## src/rtl/iter_alu_if.sv

```systemverilog
// Operand/result bundle for iter_alu: valid/ready operand handshake on the way in,
// result strobe plus flags on the way out.
interface iter_alu_if #(
   parameter int unsigned WIDTH = 8
) ();
   logic             in_valid;
   logic             in_ready;
   logic [2:0]       opcode;
   logic [WIDTH-1:0] data;
   logic [WIDTH-1:0] accum;
   logic             out_valid;
   logic [WIDTH-1:0] alu_out;
   logic [WIDTH-1:0] alu_out_hi;
   logic             zero;
   logic             carry;
   logic             overflow;
   logic             negative;

   modport master (
      output in_valid, opcode, data, accum,
      input  in_ready, out_valid, alu_out, alu_out_hi, zero, carry, overflow, negative
   );

   modport slave (
      input  in_valid, opcode, data, accum,
      output in_ready, out_valid, alu_out, alu_out_hi, zero, carry, overflow, negative
   );
endinterface

```

## src/rtl/iter_alu.sv

```systemverilog
// Accumulator ALU: single-cycle arithmetic/logic ops plus a WIDTH-cycle shift-add multiplier
// producing a full double-width product, with registered results and flags.
module iter_alu #(
   parameter int unsigned WIDTH      = 8,
   parameter bit          MUL_SIGNED = 1'b0
) (
   input logic        clk,
   input logic        reset,
   iter_alu_if.slave  bus
);
   localparam int unsigned     CntW    = $clog2(WIDTH);
   localparam logic [CntW-1:0] CntLast = CntW'(WIDTH - 1);

   localparam logic [2:0] OpPassA = 3'b000;
   localparam logic [2:0] OpAdd   = 3'b001;
   localparam logic [2:0] OpSub   = 3'b010;
   localparam logic [2:0] OpAnd   = 3'b011;
   localparam logic [2:0] OpXor   = 3'b100;
   localparam logic [2:0] OpAbs   = 3'b101;
   localparam logic [2:0] OpMul   = 3'b110;

   typedef enum logic [0:0] {StIdle, StMul} state_e;

   state_e state_q, state_d;

   logic               out_valid_q, out_valid_d;
   logic [WIDTH-1:0]   alu_out_q, alu_out_d;
   logic [WIDTH-1:0]   alu_out_hi_q, alu_out_hi_d;
   logic               zero_q, zero_d;
   logic               carry_q, carry_d;
   logic               overflow_q, overflow_d;
   logic               negative_q, negative_d;
   logic [CntW-1:0]    cnt_q, cnt_d;
   logic [2*WIDTH-1:0] prod_q, prod_d;
   logic [WIDTH-1:0]   mcand_q, mcand_d;
   logic [WIDTH-1:0]   mplier_q, mplier_d;
   logic               sign_q, sign_d;

   logic               accept;
   logic               mul_start;
   logic               mul_last;
   logic               a_msb;
   logic               d_msb;
   logic [WIDTH:0]     add_w;
   logic [WIDTH:0]     sub_w;
   logic [WIDTH-1:0]   a_neg;
   logic [WIDTH-1:0]   d_neg;
   logic [WIDTH-1:0]   mul_addend;
   logic [WIDTH:0]     mul_sum;
   logic [2*WIDTH-1:0] prod_nx;
   logic [2*WIDTH-1:0] prod_res;

   assign bus.in_ready = (state_q == StIdle) & ~reset;
   assign accept       = bus.in_valid & bus.in_ready;
   assign mul_start    = accept & (bus.opcode == OpMul);
   assign mul_last     = (state_q == StMul) && (cnt_q == CntLast);

   assign a_msb = bus.accum[WIDTH-1];
   assign d_msb = bus.data[WIDTH-1];
   assign add_w = {1'b0, bus.accum} + {1'b0, bus.data};
   // Top bit of the widened difference is the unsigned borrow.
   assign sub_w = {1'b0, bus.accum} - {1'b0, bus.data};
   assign a_neg = '0 - bus.accum;
   assign d_neg = '0 - bus.data;

   // Right-shifting product: the upper half accumulates, retired bits fall into the lower half.
   assign mul_addend = mplier_q[0] ? mcand_q : '0;
   assign mul_sum    = {1'b0, prod_q[2*WIDTH-1:WIDTH]} + {1'b0, mul_addend};
   assign prod_nx    = {mul_sum, prod_q[WIDTH-1:1]};
   assign prod_res   = (MUL_SIGNED && sign_q) ? ('0 - prod_nx) : prod_nx;

   // State register
   always_ff @(posedge clk) begin
      if (reset) begin
         state_q <= StIdle;
      end else begin
         state_q <= state_d;
      end
   end

   // Next-state logic
   always_comb begin
      state_d = state_q;
      case (state_q)
         StIdle: if (mul_start) state_d = StMul;
         StMul:  if (mul_last)  state_d = StIdle;
      endcase
   end

   // Datapath and result registers
   always_ff @(posedge clk) begin
      if (reset) begin
         out_valid_q  <= 1'b0;
         alu_out_q    <= '0;
         alu_out_hi_q <= '0;
         zero_q       <= 1'b0;
         carry_q      <= 1'b0;
         overflow_q   <= 1'b0;
         negative_q   <= 1'b0;
         cnt_q        <= '0;
         prod_q       <= '0;
         mcand_q      <= '0;
         mplier_q     <= '0;
         sign_q       <= 1'b0;
      end else begin
         out_valid_q  <= out_valid_d;
         alu_out_q    <= alu_out_d;
         alu_out_hi_q <= alu_out_hi_d;
         zero_q       <= zero_d;
         carry_q      <= carry_d;
         overflow_q   <= overflow_d;
         negative_q   <= negative_d;
         cnt_q        <= cnt_d;
         prod_q       <= prod_d;
         mcand_q      <= mcand_d;
         mplier_q     <= mplier_d;
         sign_q       <= sign_d;
      end
   end

   // Output / datapath next-value logic
   always_comb begin
      out_valid_d  = 1'b0;
      alu_out_d    = alu_out_q;
      alu_out_hi_d = alu_out_hi_q;
      zero_d       = zero_q;
      carry_d      = carry_q;
      overflow_d   = overflow_q;
      negative_d   = negative_q;
      cnt_d        = cnt_q;
      prod_d       = prod_q;
      mcand_d      = mcand_q;
      mplier_d     = mplier_q;
      sign_d       = sign_q;

      if (state_q == StIdle) begin
         if (mul_start) begin
            cnt_d    = '0;
            prod_d   = '0;
            mcand_d  = (MUL_SIGNED && a_msb) ? a_neg : bus.accum;
            mplier_d = (MUL_SIGNED && d_msb) ? d_neg : bus.data;
            sign_d   = MUL_SIGNED & (a_msb ^ d_msb);
         end else if (accept) begin
            out_valid_d  = 1'b1;
            alu_out_hi_d = '0;
            carry_d      = 1'b0;
            overflow_d   = 1'b0;
            unique case (bus.opcode)
               OpPassA: alu_out_d = bus.accum;
               OpAdd: begin
                  alu_out_d  = add_w[WIDTH-1:0];
                  carry_d    = add_w[WIDTH];
                  overflow_d = (a_msb == d_msb) & (add_w[WIDTH-1] != a_msb);
               end
               OpSub: begin
                  alu_out_d  = sub_w[WIDTH-1:0];
                  carry_d    = sub_w[WIDTH];
                  overflow_d = (a_msb != d_msb) & (sub_w[WIDTH-1] != a_msb);
               end
               OpAnd:   alu_out_d = bus.accum & bus.data;
               OpXor:   alu_out_d = bus.accum ^ bus.data;
               OpAbs: begin
                  alu_out_d  = a_msb ? a_neg : bus.accum;
                  // Only the most-negative value negates to itself.
                  overflow_d = a_msb & a_neg[WIDTH-1];
               end
               default: alu_out_d = bus.data;
            endcase
            zero_d     = (alu_out_d == '0);
            negative_d = alu_out_d[WIDTH-1];
         end
      end else begin
         cnt_d    = cnt_q + CntW'(1);
         prod_d   = prod_nx;
         mplier_d = mplier_q >> 1;
         if (mul_last) begin
            out_valid_d  = 1'b1;
            alu_out_hi_d = prod_res[2*WIDTH-1:WIDTH];
            alu_out_d    = prod_res[WIDTH-1:0];
            zero_d       = (prod_res == '0);
            carry_d      = 1'b0;
            overflow_d   = MUL_SIGNED ?
                           (prod_res[2*WIDTH-1:WIDTH] != {WIDTH{prod_res[WIDTH-1]}}) :
                           (prod_res[2*WIDTH-1:WIDTH] != '0);
            negative_d   = prod_res[2*WIDTH-1];
         end
      end
   end

   assign bus.out_valid  = out_valid_q;
   assign bus.alu_out    = alu_out_q;
   assign bus.alu_out_hi = alu_out_hi_q;
   assign bus.zero       = zero_q;
   assign bus.carry      = carry_q;
   assign bus.overflow   = overflow_q;
   assign bus.negative   = negative_q;

endmodule

```

## src/flat_wrapper.sv

```systemverilog
// flat-port wrapper written by rule: the top's interface ports become plain ports
module iter_alu_flat 
#(
   parameter int unsigned WIDTH      = 8,
   parameter bit          MUL_SIGNED = 1'b0
)
  (clk, reset, bus_in_valid, bus_opcode, bus_data, bus_accum, bus_in_ready, bus_out_valid, bus_alu_out, bus_alu_out_hi, bus_zero, bus_carry, bus_overflow, bus_negative);
  iter_alu_if #(.WIDTH(WIDTH)) bus_i ();
  input logic clk;
  input logic reset;
  input wire logic [$bits(bus_i.in_valid)-1:0] bus_in_valid;
  input wire logic [$bits(bus_i.opcode)-1:0] bus_opcode;
  input wire logic [$bits(bus_i.data)-1:0] bus_data;
  input wire logic [$bits(bus_i.accum)-1:0] bus_accum;
  output wire logic [$bits(bus_i.in_ready)-1:0] bus_in_ready;
  output wire logic [$bits(bus_i.out_valid)-1:0] bus_out_valid;
  output wire logic [$bits(bus_i.alu_out)-1:0] bus_alu_out;
  output wire logic [$bits(bus_i.alu_out_hi)-1:0] bus_alu_out_hi;
  output wire logic [$bits(bus_i.zero)-1:0] bus_zero;
  output wire logic [$bits(bus_i.carry)-1:0] bus_carry;
  output wire logic [$bits(bus_i.overflow)-1:0] bus_overflow;
  output wire logic [$bits(bus_i.negative)-1:0] bus_negative;
  assign bus_i.in_valid = bus_in_valid;
  assign bus_i.opcode = bus_opcode;
  assign bus_i.data = bus_data;
  assign bus_i.accum = bus_accum;
  assign bus_in_ready = bus_i.in_ready;
  assign bus_out_valid = bus_i.out_valid;
  assign bus_alu_out = bus_i.alu_out;
  assign bus_alu_out_hi = bus_i.alu_out_hi;
  assign bus_zero = bus_i.zero;
  assign bus_carry = bus_i.carry;
  assign bus_overflow = bus_i.overflow;
  assign bus_negative = bus_i.negative;
  iter_alu #(.WIDTH(WIDTH), .MUL_SIGNED(MUL_SIGNED)) u_core (.clk(clk), .reset(reset), .bus(bus_i));
endmodule
```

## config.mk

```make
export PLATFORM = sky130hd
export DESIGN_NAME = iter_alu_flat
export DESIGN_NICKNAME = d
export VERILOG_FILES = /design/src/rtl/iter_alu_if.sv /design/src/rtl/iter_alu.sv /design/src/flat_wrapper.sv
export SDC_FILE = /design/constraint.sdc
export NUM_CORES = 1
export LEC_CHECK = 0
export ABC_AREA = 1
export BUFFER_PORTS_ARGS = -buffer_cell sky130_fd_sc_hd__buf_2
export CAP_MARGIN = 0
export CORE_AREA = 2 2 131 133
export CTS_BUF_LIST = sky130_fd_sc_hd__clkbuf_4
export CTS_CLUSTER_DIAMETER = 200
export DETAILED_ROUTE_END_ITERATION = 7
export DIE_AREA = 0 0 133 135
export PLACE_DENSITY_LB_ADDON = 0.08
export SLEW_MARGIN = 10
export SYNTH_ARGS = -nofsm -noshare
export SYNTH_HDL_FRONTEND = slang
export SYNTH_SLANG_ARGS = --single-unit
```

## constraint.sdc

```tcl
create_clock -name clk -period 4.8 [get_ports clk]
set_input_delay 1.2 -clock clk [delete_from_list [all_inputs] [get_ports clk]]
set_output_delay 1.2 -clock clk [all_outputs]
set_load 0.01 [all_outputs]
```

==> run metrics <==
worst-skew pair later-pin latency=0.40 ns; PD cells=219 mW/mm²; DRT Pass-1 Iters=5; synth warn=0; Worst Path Required=3.60 ns; Avg Inst Size Synth=6.44 µm²; number of synthesized flops with an enable pin=0; Layout area overhead=10.1%; drt wl/cell=15.5 µm; Max Cap Viol=0; synthesized netlist net count=683; IO buf count=43; register area=0.00112 mm²; Overall Power=977 µW; initial antenna violation count=0; async set-or-reset flop fraction in the synthesized netlist=0%; Yosys top cell by area=dfxtp_1; Max clock buf depth=2; non-filler instance count after layout=879; Crit Path Max Fanout=24; Antenna Nets Post-Route=0; ANT cells=0; total die area=0.0180 mm²; worst setup path class=input port to output pin; RSZ-0062 raised after global routing=false; Multi-input gate area=0.00247 mm²; Main synth FF type=dfxtp_1; H-tree depth=2; leak pwr=0.00219 µW; top cells by area, synth=dfxtp_1 (28%), nand2_1 (16%), ha_1 (8.6%); synthesized flop and latch total=56; arrival time at the worst endpoint=1.93 ns; largest net degree at the start of global routing=35; total routed wirelength=13.7 mm; Placed Instances=871; CTS sink cnt=56; Total Routing Usage GR=15.5%; Post-CTS Setup Inserts=0; GRT overflow=0; VDD IR max=0.0000994 V; Worst-path clk slew=0.17 ns; final setup vio count=0; CTS root buffer=clkbuf_4; DR DRC count=0; actual slew at the worst max-slew pin=0.954 ns; vias per cell=4.71; Die Ht=135 µm; Mapped Area=0.00406 mm²; post-synth top area share=27.6%; vias=4139; Setup Skew=0.0189 ns; pre-CTS setup slack=1.49 ns; final worst slack=1.67 ns; Cell variety after synth=36; fin nets=711; # hold bufs at CTS=0; filler instances=1854; CTS buffer count=5; final hold vios=0; Placer Congestion=0.860; IO Pins=44; post-layout minimum cycle time=3.13 ns; PostCTS Resize Cnt=0; first-pass GRT wire length=21.7 mm; max-slew violation count=0; Die Width=133 µm; row count=47; CTS tree=built; DRT iter0 DRCs=270; Fmax=319 MHz; crit share post-route=65.3%; setup total negative slack=0 ns; most frequent cells in the layout=nand2_1 (176), inv_1 (67), nand3_1 (65), a21oi_1 (56), dfxtp_1 (56); hold crit path type=register to register; Starting Density=24.7%; Detailed Place HPWL=10.9 mm; Worst setup EP type=output pin; Synth Instances=630; sequential fraction of the synthesis area=27.6%; max_slew headroom=36.3%; Worst Setup Start Kind=input port; status=complete, no violations; vias in the first global route=3969; layout cells sized above 1=11.2%; most common cell after layout, fill and taps aside=nand2_1; core outline area=0.0164 mm²
flip-flops by register name, summed over array words and instances (netlist names):
register	cells
u_core.bus.alu_out	8
u_core.bus.alu_out_hi	8
u_core.bus.carry	1
u_core.bus.negative	1
u_core.bus.out_valid	1
u_core.bus.overflow	1
u_core.bus.zero	1
u_core.cnt_q	3
u_core.mcand_q	8
u_core.mplier_q	8
u_core.prod_q	15
u_core.state_q	1
final cells by class:
class	count	area share (%)
Timing Repair Buffer	45	5.16
Tap cell	220	6.16
Inverter	75	6.70
Multi-Input combinational cell	475	55.4
Sequential cell	56	25.1
Clock buffer	5	0.841
Clock inverter	3	0.616
logic make-up after synthesis:
group           synth area share, %
buf+inv                        11.3
simple gates                   34.6
xor+xnor                      0.216
compound gates                 16.0
fa+ha+maj                      10.1
flops                          27.6
power by group:
group	internal [µW]	switching (µW)
Clock	61.9	168
Sequential	483	9.73
Combinational	80.1	175
Total	625	352
final timing paths:
kind | from | end | slack, ns | cells past startpoint
setup reg to reg | u_core.mplier_q[0] | u_core.bus.zero | 2.25 | 16
hold reg to reg | u_core.cnt_q[1] | u_core.cnt_q[1] | 0.48 | 2
hold / removal | u_core.cnt_q[1] | u_core.cnt_q[1] | 0.48 | 2
setup / recovery | reset | bus_in_ready | 1.67 | 3
critical path, cell delays in order:
cell	delay, ns
buf_2	0.40
nor2_1	0.12
buf_2	0.19
synth_stat cells (2+ instances only):
cell,n
inv_4,2
and2_1,2
nand3_2,3
buf_2,6
clkbuf_1,9
or2_2,3
o21ai_0,30
o21bai_1,2
nand3b_1,2
ha_1,28
inv_1,67
nor2_1,47
fa_1,3
a31oi_1,14
nor3_1,2
nor2_4,2
dfxtp_1,56
a21o_1,2
buf_4,2
o21ai_1,16
nand3_1,65
nand4_1,14
nand2_1,176
buf_6,5
a21oi_1,56
nand2_2,2
inv_2,5
metal layers:
layer | GRT usage [%] | vias to the layer above | wire length [µm] | share of wire, %
met2 | 26.5 | 79 | 6430 | 47
met3 | 1.50 | 11 | 426 | 3.1
met4 | 3.82 | 0 | 220 | 1.6
li1 | - | 2126 | - | -
met1 | 20.9 | 1923 | 6580 | 48
met5 | 0 | - | 0 | 0
metrics by stage:
step	hold WS (ns)	utilization [%]	instance area (µm²)
6_report	0.482	27.2	4470
2_1_floorplan	0.433	-	4060
5_1_grt	0.501	27.2	4470
3_3_place_gp	0.452	26.8	4400
3_5_place_dp	0.460	26.8	4400
4_1_cts	0.480	27.2	4470
(Power assumes the default switching activity.)
